`config.mk`:
```
export PLATFORM = sky130hd
export DESIGN_NAME = imm_extend_pipe_flat
export DESIGN_NICKNAME = d
export VERILOG_FILES = /design/src/rtl/imm_extend_pipe_if.sv /design/src/rtl/imm_extend_pipe.sv /design/src/flat_wrapper.sv
export SDC_FILE = /design/constraint.sdc
export NUM_CORES = 1
export LEC_CHECK = 0
export ABC_AREA = 1
export ABC_CLOCK_PERIOD_IN_PS = 1500
export BUFFER_PORTS_ARGS = -buffer_cell sky130_fd_sc_hd__buf_2
export CAP_MARGIN = 15
export CORE_ASPECT_RATIO = 1.4
export CORE_MARGIN = 10
export CORE_UTILIZATION = 51
export DETAILED_ROUTE_END_ITERATION = 7
export HOLD_SLACK_MARGIN = 0.1
export PLACE_DENSITY_LB_ADDON = 0.25
export REMOVE_ABC_BUFFERS = 1
export SLEW_MARGIN = 20
export SYNTH_ARGS = -nofsm -noshare
export SYNTH_HDL_FRONTEND = slang
export SYNTH_SLANG_ARGS = --single-unit
```
`constraint.sdc`:
```
create_clock -name clk -period 1.5 [get_ports clk]
set_input_delay 0 -clock clk [delete_from_list [all_inputs] [get_ports clk]]
set_output_delay 0 -clock clk [all_outputs]
set_load 0.01 [all_outputs]
```
`src/rtl/imm_extend_pipe_if.sv`:
```
// Handshake bundle for imm_extend_pipe: upstream immediate offer plus downstream result.
// The slave modport is the block's view; the master modport is the surrounding logic's view.
interface imm_extend_pipe_if #(
    parameter int unsigned SHORT_W = 16,
    parameter int unsigned EXT_W   = 32
) ();
    logic               in_valid;
    logic               in_ready;
    logic [SHORT_W-1:0] in_imm;
    logic [1:0]         in_mode;
    logic               out_valid;
    logic               out_ready;
    logic [EXT_W-1:0]   out_imm;
    logic               out_neg;

    modport master (
        output in_valid,
        output in_imm,
        output in_mode,
        output out_ready,
        input  in_ready,
        input  out_valid,
        input  out_imm,
        input  out_neg
    );

    modport slave (
        input  in_valid,
        input  in_imm,
        input  in_mode,
        input  out_ready,
        output in_ready,
        output out_valid,
        output out_imm,
        output out_neg
    );
endinterface

```
`src/rtl/imm_extend_pipe.sv`:
```
// Immediate extender with a 2-entry skid FIFO on its output.
// The extended value is computed when an immediate is accepted; the FIFO decouples
// in_ready from out_ready so the upstream never sees a combinational path from downstream.
module imm_extend_pipe #(
    parameter int unsigned SHORT_W = 16,
    parameter int unsigned EXT_W   = 32
) (
    input logic               clk,
    input logic               reset,
    input logic               flush,
    imm_extend_pipe_if.slave  bus
);

    localparam int unsigned FillW = EXT_W - SHORT_W;

    // The BRANCH shift needs two spare bits above the sign-extended field.
    if (EXT_W <= SHORT_W + 2) begin : g_bad_params
        $error("imm_extend_pipe: EXT_W must exceed SHORT_W + 2");
    end

    typedef enum logic [1:0] {
        StEmpty,
        StOne,
        StFull
    } state_e;

    state_e             state_q, state_d;
    // head holds the oldest entry, tail the second one (valid only in StFull).
    logic [EXT_W-1:0]   head_q, head_d;
    logic [EXT_W-1:0]   tail_q, tail_d;
    logic [EXT_W-1:0]   sext_val;
    logic [EXT_W-1:0]   ext_res;
    logic [EXT_W-1:0]   out_imm;
    logic               in_ready;
    logic               out_valid;
    logic               push;
    logic               pop;

    assign in_ready  = (state_q != StFull) && !reset;
    assign out_valid = (state_q != StEmpty);
    assign push      = bus.in_valid && in_ready;
    assign pop       = out_valid && bus.out_ready;

    // Extend the incoming immediate according to its mode.
    always_comb begin
        sext_val = {{FillW{bus.in_imm[SHORT_W-1]}}, bus.in_imm};
        ext_res  = '0;
        case (bus.in_mode)
            2'd0:    ext_res = sext_val;
            2'd1:    ext_res = {{FillW{1'b0}}, bus.in_imm};
            2'd2:    ext_res = {bus.in_imm, {FillW{1'b0}}};
            2'd3:    ext_res = {sext_val[EXT_W-3:0], 2'b00};
            default: ext_res = '0;
        endcase
    end

    // Occupancy FSM and slot updates; flush empties and clears both slots.
    always_comb begin
        state_d = state_q;
        head_d  = head_q;
        tail_d  = tail_q;
        if (flush) begin
            state_d = StEmpty;
            head_d  = '0;
            tail_d  = '0;
        end else begin
            case (state_q)
                StEmpty: begin
                    if (push) begin
                        state_d = StOne;
                        head_d  = ext_res;
                    end
                end
                StOne: begin
                    if (push && pop) begin
                        head_d = ext_res;
                    end else if (push) begin
                        state_d = StFull;
                        tail_d  = ext_res;
                    end else if (pop) begin
                        state_d = StEmpty;
                        head_d  = '0;
                    end
                end
                StFull: begin
                    // in_ready is low here, so only a pop can happen.
                    if (pop) begin
                        state_d = StOne;
                        head_d  = tail_q;
                        tail_d  = '0;
                    end
                end
                default: begin
                    state_d = StEmpty;
                    head_d  = '0;
                    tail_d  = '0;
                end
            endcase
        end
    end

    // State register; reset outranks flush and any handshake.
    always_ff @(posedge clk) begin
        if (reset) begin
            state_q <= StEmpty;
            head_q  <= '0;
            tail_q  <= '0;
        end else begin
            state_q <= state_d;
            head_q  <= head_d;
            tail_q  <= tail_d;
        end
    end

    assign out_imm       = out_valid ? head_q : '0;
    assign bus.in_ready  = in_ready;
    assign bus.out_valid = out_valid;
    assign bus.out_imm   = out_imm;
    assign bus.out_neg   = out_imm[EXT_W-1];

endmodule

```
`src/flat_wrapper.sv`:
```
// flat-port wrapper written by rule: the top's interface ports become plain ports
module imm_extend_pipe_flat 
#(
    parameter int unsigned SHORT_W = 16,
    parameter int unsigned EXT_W   = 32
)
  (clk, reset, flush, bus_in_valid, bus_in_imm, bus_in_mode, bus_out_ready, bus_in_ready, bus_out_valid, bus_out_imm, bus_out_neg);
  imm_extend_pipe_if #(.SHORT_W(SHORT_W), .EXT_W(EXT_W)) bus_i ();
  input logic clk;
  input logic reset;
  input logic flush;
  input wire logic [$bits(bus_i.in_valid)-1:0] bus_in_valid;
  input wire logic [$bits(bus_i.in_imm)-1:0] bus_in_imm;
  input wire logic [$bits(bus_i.in_mode)-1:0] bus_in_mode;
  input wire logic [$bits(bus_i.out_ready)-1:0] bus_out_ready;
  output wire logic [$bits(bus_i.in_ready)-1:0] bus_in_ready;
  output wire logic [$bits(bus_i.out_valid)-1:0] bus_out_valid;
  output wire logic [$bits(bus_i.out_imm)-1:0] bus_out_imm;
  output wire logic [$bits(bus_i.out_neg)-1:0] bus_out_neg;
  assign bus_i.in_valid = bus_in_valid;
  assign bus_i.in_imm = bus_in_imm;
  assign bus_i.in_mode = bus_in_mode;
  assign bus_i.out_ready = bus_out_ready;
  assign bus_in_ready = bus_i.in_ready;
  assign bus_out_valid = bus_i.out_valid;
  assign bus_out_imm = bus_i.out_imm;
  assign bus_out_neg = bus_i.out_neg;
  imm_extend_pipe #(.SHORT_W(SHORT_W), .EXT_W(EXT_W)) u_core (.clk(clk), .reset(reset), .flush(flush), .bus(bus_i));
endmodule
```
After elaboration in Yosys (flattened, before gate mapping)
Index checks and enable logic that the tools add are counted.
{ "op_classes": {"add_sub_neg": 0, "eq_ne": 13, "reduce_logical": 12, "muxes": 16, "shift": 0, "order_cmp": 0, "bitwise": 1, "div_mod_pow": 0, "mul": 0} }
{ "op_table": {"columns": ["cell", "n"], "rows": [
  ["$mux W32", 7],
  ["$pmux W32 S3", 2],
  ["$pmux W32 S4", 1],
  ["$reduce_and A4 Y1", 3],
  ["$mux W2", 5],
  ["$eq A2 B2 Y1 const B", 3],
  ["$ne A2 B1 Y1 const B", 3],
  ["$ne A3 B1 Y1 const B", 2],
  ["$pmux W2 S3", 1],
  ["$eq A2 B1 Y1 const B", 2],
  ["$logic_and A1 B1 Y1", 4],
  ["$logic_not A2 Y1", 2],
  ["$ne A2 B2 Y1 const B", 2],
  ["$ne A3 B3 Y1 const B", 1],
  ["$reduce_bool A2 Y1", 1],
  ["$reduce_or A2 Y1", 1],
  ["$logic_not A1 Y1", 1],
  ["$not A1 Y1", 1]
]} }
{ "totals": {"mem_bits_rw": 0, "ff_bits": 66, "latch_bits": 0, "output_inout_bits": 35, "rom_bits": 0, "in_bits": 23, "memories": 0} }

Depth between registers and ports, before layout
Gate-level depths: netlist of the first run.
{ "logic_depth": {"word_depth": 6, "mapped_depth": 10} }

Worst setup path before layout of the first run
OpenSTA, ideal clock, no wires.
{ "synth_path": {"path_type": "register to register", "start": "register u_core.state_q[0]", "end": "register u_core.tail_q[17]", "period_less_slack_ps": 1481, "stages_incl_launch_ff": 9, "slack_ps": 19, "t_required_ps": 1385, "arrival_time_ps": 1366, "path_cell_list": "dfxtp_1 -> inv_2 -> nand2_1 -> nand3_1 -> o211ai_4 -> buf_2 -> nand3_1 -> nand2_1 -> nor2_1"} }
{ "synth_via": {"elab_chain_cells": 6, "elab_cells_between_ends": 15, "classes_between": "eq/ne (6); mux (1); bitwise (1); reduce/logical (7)"} }
{ "synth_rtl": {"columns": ["element", "line", "source"], "rows": [
  ["start, declared", "imm_extend_pipe.sv:27", "state_e state_q, state_d;"],
  ["start signal, assigned", "imm_extend_pipe.sv:105", "state_q <= StEmpty;"],
  ["start signal, assigned", "imm_extend_pipe.sv:109", "state_q <= state_d;"],
  ["$ne A2 B2 Y1", "imm_extend_pipe.sv:39", "assign in_ready = (state_q != StFull) && !reset;"],
  ["$logic_and A1 B1 Y1", "imm_extend_pipe.sv:39", null],
  ["$logic_and A1 B1 Y1", "imm_extend_pipe.sv:41", "assign push = bus.in_valid && in_ready;"],
  ["$logic_and A1 B1 Y1", "imm_extend_pipe.sv:75", "if (push && pop) begin"],
  ["$ne A2 B2 Y1 (no source line)", null, null],
  ["$reduce_and A4 Y1 (no source line)", null, null],
  ["end signal, assigned", "imm_extend_pipe.sv:111", "tail_q <= tail_d;"],
  ["end, declared", "imm_extend_pipe.sv:30", "logic [EXT_W-1:0] tail_q, tail_d;"]
]} }
Parallel ways exist; a longest one is shown, timed or not.
A chain may end at the register's enable or synchronous reset.

Final worst setup path of the first run
{ "layout_path": {"start": "register u_core.state_q[0]", "end": "register u_core.head_q[7]"} }
{ "layout_via": {"elab_chain_cells": 6, "elab_cells_between_ends": 16, "classes_between": "eq/ne (7); mux (2); reduce/logical (7)"} }
{ "layout_rtl": {"columns": ["element", "line", "source"], "rows": [
  ["$ne A2 B2 Y1", "imm_extend_pipe.sv:39", null],
  ["$logic_and A1 B1 Y1", "imm_extend_pipe.sv:39", null],
  ["$logic_and A1 B1 Y1", "imm_extend_pipe.sv:41", null],
  ["$logic_and A1 B1 Y1", "imm_extend_pipe.sv:75", null],
  ["$ne A3 B3 Y1 (no source line), or another cell as far along", null, null],
  ["$reduce_and A4 Y1 (no source line) or $pmux W32 S3 (tied branches)", null, null],
  ["end signal, assigned", "imm_extend_pipe.sv:106", "head_q <= '0;"],
  ["end signal, assigned", "imm_extend_pipe.sv:110", "head_q <= head_d;"],
  ["end, declared", "imm_extend_pipe.sv:29", "logic [EXT_W-1:0] head_q, head_d;"]
]} }
Parallel ways exist; a longest one is shown, timed or not.

==> impl_metrics.ini, run 1 <==
[clock_tree]
cts.sinks = 66
root_buffer = clkbuf_8
htree_levels = 3
cts_inserted_buffers = 9
cts.reportedPaths.clkPinSlew_ns = 0.07
cts_tree = done
clockBufferDepth = 2
clock_latency_ns = 0.35

[synth]
ys_seq_area_share_pct = 35.26
synth_edf_count = 0
synth_top_area_share_pct = 35.26
ys_seq_elements = 66
synthCells = 629
synth_warnings = 0
yosysTopAreaCell = dfxtp_1
synth_area_sq_um = 3747
syn_area_per_cell_sq_um = 5.958
synth_cell_types = 22
ys.flop_type = dfxtp_1
async_reset_ff_share_pct = 0
synth_area_leaders = dfxtp_1 (35%), nand2_1 (21%), a21oi_1 (11%)

[routing]
drtIter0Drc = 577
firstDrtPassIters = 5
route.detailed.drc = 0
detail_route.wl_per_cell_microns = 15.55
routedLengthMet1_microns = 4854
routed-wl-met3_microns = 1136
ant_nets = 0
drt-total-wl_microns = 12190
wl_met2_microns = 5715
top_layer = met4
via_per_inst = 5.519
vias = 4327

[grt]
grt_max_degree = 51
grt_pass1_wl_microns = 17570
grt_antenna_before_repair = 0
grt_pass1_vias = 3827
grt.overflow.total = 0
grt_usage_pct = 18.85

[setup_path]
max_stage_delay_ns = 0.34
cp_data_arrival_time_ns = 1.71
slowest_stage = dfxtp_2
cp_max_fo = 8
path_buf_inv = 3
critPathLaunchType = flop
cp-end-kind = flop
required_ns = 1.72
crit_chain = buf_6, nor2_4, buf_6, nand2_4, nand2_4, nand2_8, buf_12, nand2_2, a21oi_1
crit_type = reg -> reg
critPathTopFamily = simple AND/OR/NAND/NOR gates

[outcome]
status = finished, final reports clean

[sta]
fmax_ghz = 0.6741
period_share_pct = 98.90
skew_ns = 0.003471
worst_pin_slew_ns = 0.5688
slew-limit-headroom_pct = 61.99
slew_violations = 0
setup_ws_ns = 0.01647
worst_hold_slack_ns = 0.1227
hold_viol = 0
finalSetupViolCount = 0
rsz0062_at_grt = yes
finalCriticalPeriod_ns = 1.484

[pwr]
leakage_uw = 0.002007
clkPwrFrac_pct = 35.8
p_switching_uw = 1152
swShare_pct = 29.17
vdd_ir_drop_max_v = 0.0007078
power_density_nw_per_um2 = 828.8
p_int_uw = 2798
p_comb_share_pct = 18.4
seq_power_share_pct = 45.8

[finish]
ff_latch_area_sq_um = 1324
fin_nets = 707
areaGrowthSynthToFinish_pct = 27.18
final_cell_mix = nand2_1 (191), nor2_1 (82), a21oi_1 (77)
antenna_cells_inserted = 0
mostFrequentLayoutCell = nand2_1
multiInputGateArea_sq_um = 2086
drive_above_1_share_pct = 19.45
fillerInstances = 637

[worst_hold_path]
hold_class = in -> reg

[placement]
portBuffers = 57
place_ws_ns = 0.0006151
gp_congestion = 0.8439
place_hpwl_microns = 6809

[die]
dieArea_sq_um = 11230
rows = 36
start_util_pct = 52.99
die_w_microns = 92.45
die_h_microns = 121.4
core_area_sq_um = 7072
ios = 58

[run]
maxCapViolCount = 0
==> layout make-up <==
type / instances / area share (%)
Timing Repair Buffer: 89 / 16.88
Tap cell: 95 / 2.494
Multi-Input combinational cell: 459 / 43.76
Clock inverter: 2 / 0.2100
Timing Repair inverter: 2 / 0.4201
Sequential cell: 66 / 27.78
Inverter: 57 / 4.831
Clock buffer: 14 / 3.623
==> per-layer routing <==
metal / vias up / track usage, %
met3: 43 / 5.201
li1: 2091 / -
met5: - / 0
met1: 1966 / 21.43
met2: 227 / 32.12
met4: 0 / 8.317
==> logic make-up after synthesis <==
kind of cell    count (synthesis)  share of synthesized area (%)
buf+inv                       104                          11.85
compound gates                 97                          13.89
flops                          66                          35.26
simple gates                  362                          39.00
==> Yosys cell counts (2+ instances only) <==
library cell and number:
buf_6 3, clkbuf_1 20, nand3_1 66, a21oi_1 79
nand2_1 206, nor2_1 84, inv_1 55, buf_2 18
dfxtp_1 66, o22ai_1 13, buf_1 5, nor2_2 2
o21ai_0 3
==> worst min-delay path, cell delays in order <==
cell     delay (ns)
buf_2          0.10
inv_1          0.06
nor2_1         0.05
nand2_1        0.06
nand3_1        0.07
nand2_1        0.06
nor2_1         0.03
==> power groups by stage <==
| stage | registers (uW) | clock network [uW] | logic [uW] |
|---|---|---|---|
| after floorplan | 1840 | 0 | 373 |
| after global placement | 1850 | 0 | 579 |
| after detailed placement | 1850 | 0 | 587 |
| after CTS | 1810 | 1420 | 603 |
| after global routing | 1810 | 1500 | 794 |
| final | 1810 | 1410 | 726 |
==> repair_timing <==
| item | in CTS | in global routing |
|---|---|---|
| hold buffers | 2 | 1 |
| buffers inserted | 0 | 3 |
| setup endpoints to repair | 25 | 76 |
| hold endpoints to repair | 1 | 1 |
| resized for setup | 7 | 36 |
| pin swaps | 0 | 6 |
| cloned | 0 | 8 |
==> final timing paths <==
path | startpoint | endpoint | slack [ns] | cells past startpoint
max | u_core.state_q[0]$_SDFFE_PP0P_ | u_core.head_q[7]$_SDFFE_PP0P_ | 0.02 | 9
min | bus_in_imm[1] | u_core.tail_q[1]$_SDFFE_PP0P_ | 0.12 | 7
max reg2reg | u_core.state_q[0]$_SDFFE_PP0P_ | u_core.head_q[7]$_SDFFE_PP0P_ | 0.02 | 9
min reg2reg | u_core.head_q[14]$_SDFFE_PP0P_ | u_core.head_q[14]$_SDFFE_PP0P_ | 0.47 | 2
==> through the flow <==
stage / cell area, sq um / total power [uW] / cells / setup TNS (ns) / util [%]
2_1_floorplan: 3522 / 2217 / 582 / -66.84 / -
3_3_place_gp: 4214 / 2424 / 756 / 0 / 59.59
3_5_place_dp: 4214 / 2434 / 756 / 0 / 59.59
4_1_cts: 4444 / 3835 / 774 / -0.001234 / 62.85
5_1_grt: 4766 / 4108 / 784 / -0.7315 / 67.39
6_report: 4766 / 3950 / 784 / 0 / 67.39
==> flip-flops by register name, summed over array words and instances, names as in the netlist <==
signal	cells
u_core.head_q	32
u_core.tail_q	32
u_core.state_q	2
Note: power is estimated with default switching activity, not from simulation.
==> run 2, diff against run 1 <==
--- a/config.mk
+++ b/config.mk
@@ -14,7 +14,7 @@
 export CORE_UTILIZATION = 51
 export DETAILED_ROUTE_END_ITERATION = 7
 export HOLD_SLACK_MARGIN = 0.1
-export PLACE_DENSITY_LB_ADDON = 0.25
+export PLACE_DENSITY_LB_ADDON = 0.15
 export REMOVE_ABC_BUFFERS = 1
 export SLEW_MARGIN = 20
 export SYNTH_ARGS = -nofsm -noshare
==> impl_metrics.ini, run 2 (synthesis gave the netlist of run 1 again) <==
[die]
die_h_microns = 121.4
core_area_sq_um = 7072
dieArea_sq_um = 11230
rows = 36
ios = 58
die_w_microns = 92.45
start_util_pct = 52.99

[pwr]
p_int_uw = 2932
power_uw = 4091
seq_power_share_pct = 44.1
p_switching_uw = 1159
p_comb_share_pct = 18.1
vdd_ir_drop_max_v = 0.0005383
clkPwrFrac_pct = 37.7
power_density_nw_per_um2 = 828.7
swShare_pct = 28.34
leakage_uw = 0.002115

[setup_path]
max_stage_delay_ns = 0.36
cp_data_arrival_time_ns = 1.74
slowest_stage = dfxtp_4
cp-end-kind = flop
cp_max_fo = 8
critPathLaunchType = flop
crit_chain = buf_6, nor2_4, buf_6, nand2_2, nand2_4, nand2_8, clkbuf_16, nand2_1, a21oi_2
required_ns = 1.73
cp_common_cell = buf_6
crit_type = reg -> reg

[finish]
fin_cells = 799
drive_above_1_share_pct = 20.60
final_cell_mix = nand2_1 (197), nor2_1 (81), a21oi_1 (73)
mostFrequentLayoutCell = nand2_1
fillerInstances = 605
areaGrowthSynthToFinish_pct = 31.75
antenna_cells_inserted = 0
fin_nets = 722
top_regs = u_core.head_q (32), u_core.tail_q (32), u_core.state_q (2)

[placement]
gp_congestion = 0.8673
place_hpwl_microns = 6854
portBuffers = 57
dpl.cell_count = 759

[outcome]
violations = setup timing
status = finished with violations

[grt]
grt_max_degree = 38
grt_antenna_before_repair = 0
grt_usage_pct = 19.59
grt.overflow.total = 0
grt_pass1_vias = 3859
grt_pass1_wl_microns = 18240

[sta]
slew_violations = 0
period_share_pct = 100.7
worst_pin_slew_ns = 0.5115
finalCriticalPeriod_ns = 1.511
slew-limit-headroom_pct = 65.82
skew_ns = 0.006962
rsz0062_at_grt = yes
hold_viol = 0
setup_ws_ns = -0.01075
finalSetupViolCount = 8
fmax_ghz = 0.6619

[worst_hold_path]
hold_class = in -> reg

[clock_tree]
root_buffer = clkbuf_8
cts.sinks = 66
clockBufferDepth = 2
htree_levels = 3
cts_inserted_buffers = 9
cts.reportedPaths.clkPinSlew_ns = 0.07
cts_tree = done
clock_latency_ns = 0.35

[routing]
vias = 4460
drt-total-wl_microns = 12880
drtIter0Drc = 622
via_per_inst = 5.582
firstDrtPassIters = 5
route.detailed.drc = 0
ant_nets = 0
detail_route.wl_per_cell_microns = 16.12

[run]
maxCapViolCount = 0
-- run 2: worst paths after layout --
check,from,endpoint,slack [ns],cells past startpoint
worst min register to register,u_core.head_q[14]$_SDFFE_PP0P_,u_core.head_q[14]$_SDFFE_PP0P_,0.47,2
worst min-delay path,flush,u_core.tail_q[3]$_SDFFE_PP0P_,0.11,5
worst max-delay path,u_core.state_q[0]$_SDFFE_PP0P_,u_core.head_q[8]$_SDFFE_PP0P_,-0.01,9
worst max register to register,u_core.state_q[0]$_SDFFE_PP0P_,u_core.head_q[8]$_SDFFE_PP0P_,-0.01,9
-- run 2: layer usage --
layer,GRT usage [%],vias to the layer above,routed length [microns]
met1,23.51,2045,5182
met5,0,-,0
met4,8.511,0,471
met2,32.61,245,6119
met3,4.458,51,1108
li1,-,2119,-
-- run 2: final cells by class --
type / count / area, sq um / area share [%]
sequential: 66 / 1329 / 26.91
multi-input combinational: 459 / 2088 / 42.30
clock buffer: 14 / 162.7 / 3.294
tap: 95 / 118.9 / 2.407
clock inverter: 2 / 35.03 / 0.7096
inverter: 57 / 230.2 / 4.663
timing repair buffer: 105 / 962.2 / 19.49
timing repair inverter: 1 / 11.26 / 0.2281
-- run 2: worst max-delay path, delay by kind of cell (launching register included) --
family,cells,cell delay [ns]
buf+inv,3,0.47
flops,1,0.36
compound gates,1,0.05
simple gates,5,0.50
-- run 2: power by group through the flow --
stage / Combinational (uW) / Sequential, uW / Clock [uW]
final: 741 / 1810 / 1540
after global routing: 811 / 1810 / 1620
after CTS: 623 / 1810 / 1550
after detailed placement: 597 / 1850 / 0
after global placement: 588 / 1850 / 0
after floorplan: 373 / 1840 / 0
-- run 2: stage by stage --
| stage | TNS (ns) | cell area (sq um) | hold slack, ns | setup WS, ns | utilization, % |
|---|---|---|---|---|---|
| global placement | 0 | 4237 | 0.2572 | 0.02747 | 59.91 |
| finish | -0.03959 | 4937 | 0.1113 | -0.01075 | 69.82 |
| CTS | 0 | 4551 | 0.1057 | 0.007634 | 64.35 |
| floorplan | -66.84 | 3522 | 0.04753 | -1.217 | - |
| detailed placement | -0.4085 | 4237 | 0.2603 | -0.03098 | 59.91 |
| global route | -2.510 | 4937 | 0.1249 | -0.09691 | 69.82 |
-- run 2: what timing repair did --
item | CTS | global route
hold buffers | 4 | 0
pin swaps | 1 | 6
buffers inserted | 1 | 8
hold endpoints to repair | 3 | 0
setup endpoints to repair | 71 | 84
resized for setup | 8 | 30
gates cloned | 1 | 10
==> run 3, diff against run 2 <==
--- a/config.mk
+++ b/config.mk
@@ -9,9 +9,9 @@
 export ABC_CLOCK_PERIOD_IN_PS = 1500
 export BUFFER_PORTS_ARGS = -buffer_cell sky130_fd_sc_hd__buf_2
 export CAP_MARGIN = 15
-export CORE_ASPECT_RATIO = 1.4
 export CORE_MARGIN = 10
-export CORE_UTILIZATION = 51
+export CORE_UTILIZATION = 53
+export CTS_BUF_LIST = sky130_fd_sc_hd__clkbuf_4 sky130_fd_sc_hd__clkbuf_8
 export DETAILED_ROUTE_END_ITERATION = 7
 export HOLD_SLACK_MARGIN = 0.1
 export PLACE_DENSITY_LB_ADDON = 0.15
==> impl_metrics.ini, run 3 (synthesis gave the netlist of run 1 again) <==
[outcome]
status = finished, final reports clean

[setup_path]
cp-end-kind = flop
critPathLaunchType = flop
crit_type = reg -> reg
cp_data_arrival_time_ns = 1.71
cp_max_fo = 12
slowest_stage = dfxtp_4
cp_common_cell = nand2_1
max_stage_delay_ns = 0.36
crit_chain = inv_2, nand2_1, nand3_2, o211ai_4, buf_12, clkbuf_16, nand3_1, nand2_1, nor2_1
required_ns = 1.74

[finish]
drive_above_1_share_pct = 17.08
areaGrowthSynthToFinish_pct = 22.77
final_cell_mix = nand2_1 (206), nor2_1 (81), a21oi_1 (79)
mostFrequentLayoutCell = nand2_1
antenna_cells_inserted = 0
fin_nets = 703
top_regs = u_core.head_q (32), u_core.tail_q (32), u_core.state_q (2)

[grt]
grt.overflow.total = 0
grt_pass1_vias = 3801
grt_max_degree = 47
grt_usage_pct = 19.10
grt_pass1_wl_microns = 17730
grt_antenna_before_repair = 0

[clock_tree]
htree_levels = 3
cts.sinks = 66
cts_tree = done
root_buffer = clkbuf_8
clock_latency_ns = 0.35
cts_inserted_buffers = 9
cts.reportedPaths.clkPinSlew_ns = 0.07
clockBufferDepth = 2

[routing]
drtIter0Drc = 322
via_per_inst = 5.234
detail_route.wl_per_cell_microns = 14.23
top_layer = met4
routedLengthMet1_microns = 4646
routed-wl-met3_microns = 837
vias = 4088
firstDrtPassIters = 5
ant_nets = 0
wl_met2_microns = 5361
drt-total-wl_microns = 11120
route.detailed.drc = 0

[sta]
slew_violations = 0
rsz0062_at_grt = yes
setup_ws_ns = 0.02775
period_share_pct = 98.15
skew_ns = 0.004525
worst_pin_slew_ns = 0.6639
hold_viol = 0
fmax_ghz = 0.6792
finalSetupViolCount = 0
finalCriticalPeriod_ns = 1.472
worst_hold_slack_ns = 0.07753
slew-limit-headroom_pct = 55.69

[pwr]
leakage_uw = 0.001944
power_density_nw_per_um2 = 845.4
vdd_ir_drop_max_v = 0.0004997

[placement]
portBuffers = 57
place_hpwl_microns = 6724
place_ws_ns = -0.001566
gp_congestion = 0.8134

[worst_hold_path]
hold_class = in -> reg

[die]
die_w_microns = 104.1
core_area_sq_um = 6832
start_util_pct = 54.85
rows = 30
die_h_microns = 104.1
ios = 58
dieArea_sq_um = 10830

[run]
maxCapViolCount = 0
==> run 3: cell types whose count changed in the layout (fill, tap and decap cells not counted), moves of 3 or more <==
cell	change
a21oi_1	+6
a21oi_2	-6
buf_4	-12
clkbuf_1	-3
clkbuf_16	-5
nand2_1	+9
nand2_2	-5
nand2_4	-3
==> run 3: power breakdown <==
| group | switching [uW] | internal, uW | total, uW |
|---|---|---|---|
| clock network | 684 | 769 | 1450 |
| registers | 19.1 | 1790 | 1810 |
| logic | 395 | 237 | 632 |
| total | 1100 | 2790 | 3890 |
==> run 3: final timing paths <==
path,from,endpoint,slack (ns),cells past startpoint
setup reg to reg,u_core.state_q[0]$_SDFFE_PP0P_,u_core.tail_q[13]$_SDFFE_PP0P_,0.03,9
hold / removal,reset,u_core.state_q[1]$_SDFFE_PP0P_,0.08,4
setup / recovery,u_core.state_q[0]$_SDFFE_PP0P_,u_core.tail_q[13]$_SDFFE_PP0P_,0.03,9
hold reg to reg,u_core.head_q[26]$_SDFFE_PP0P_,u_core.head_q[26]$_SDFFE_PP0P_,0.46,2
==> run 3: timing repair <==
| action | 4_1_cts | 5_1_grt |
|---|---|---|
| hold buffers | 2 | 1 |
| hold endpoints to repair | 1 | 1 |
| cloned | 0 | 4 |
| resized for setup | 3 | 14 |
| buffers inserted | 0 | 3 |
| setup endpoints to repair | 6 | 83 |
| pin swaps | 0 | 1 |
==> run 3: per-stage QoR <==
stage          power (uW)    TNS, ns  std cells  cell area (sq um)  utilization (%)
2_1_floorplan        2217     -66.84        582               3522                -
3_3_place_gp         2421          0        756               4208            61.59
3_5_place_dp         2433  -0.001566        756               4208            61.59
4_1_cts              3866   -0.03257        774               4431            64.85
5_1_grt              4064    -0.7913        781               4601            67.34
6_report             3889          0        781               4601            67.34
==> run 3: final cells by class <==
type,count,area (sq um)
Clock inverter,2,10.01
Sequential cell,66,1329
Timing Repair Buffer,87,724.4
Tap cell,96,120.1
Fill cell,636,2231
Clock buffer,14,180.2
Inverter,57,230.2
Multi-Input combinational cell,459,2007
==> run 3: per-layer routing <==
| metal | global-route usage [%] | vias to the layer above |
|---|---|---|
| met5 | 0 | - |
| met4 | 7.455 | 0 |
| met3 | 3.965 | 27 |
| met2 | 32.97 | 167 |
| met1 | 22.51 | 1817 |
| li1 | - | 2077 |
==> run 3: worst max-delay path: cells and delay by family, from the launching register on <==
family,cells,cell delay (ns)
compound gates,1,0.22
flops,1,0.36
simple gates,5,0.42
buf+inv,3,0.37
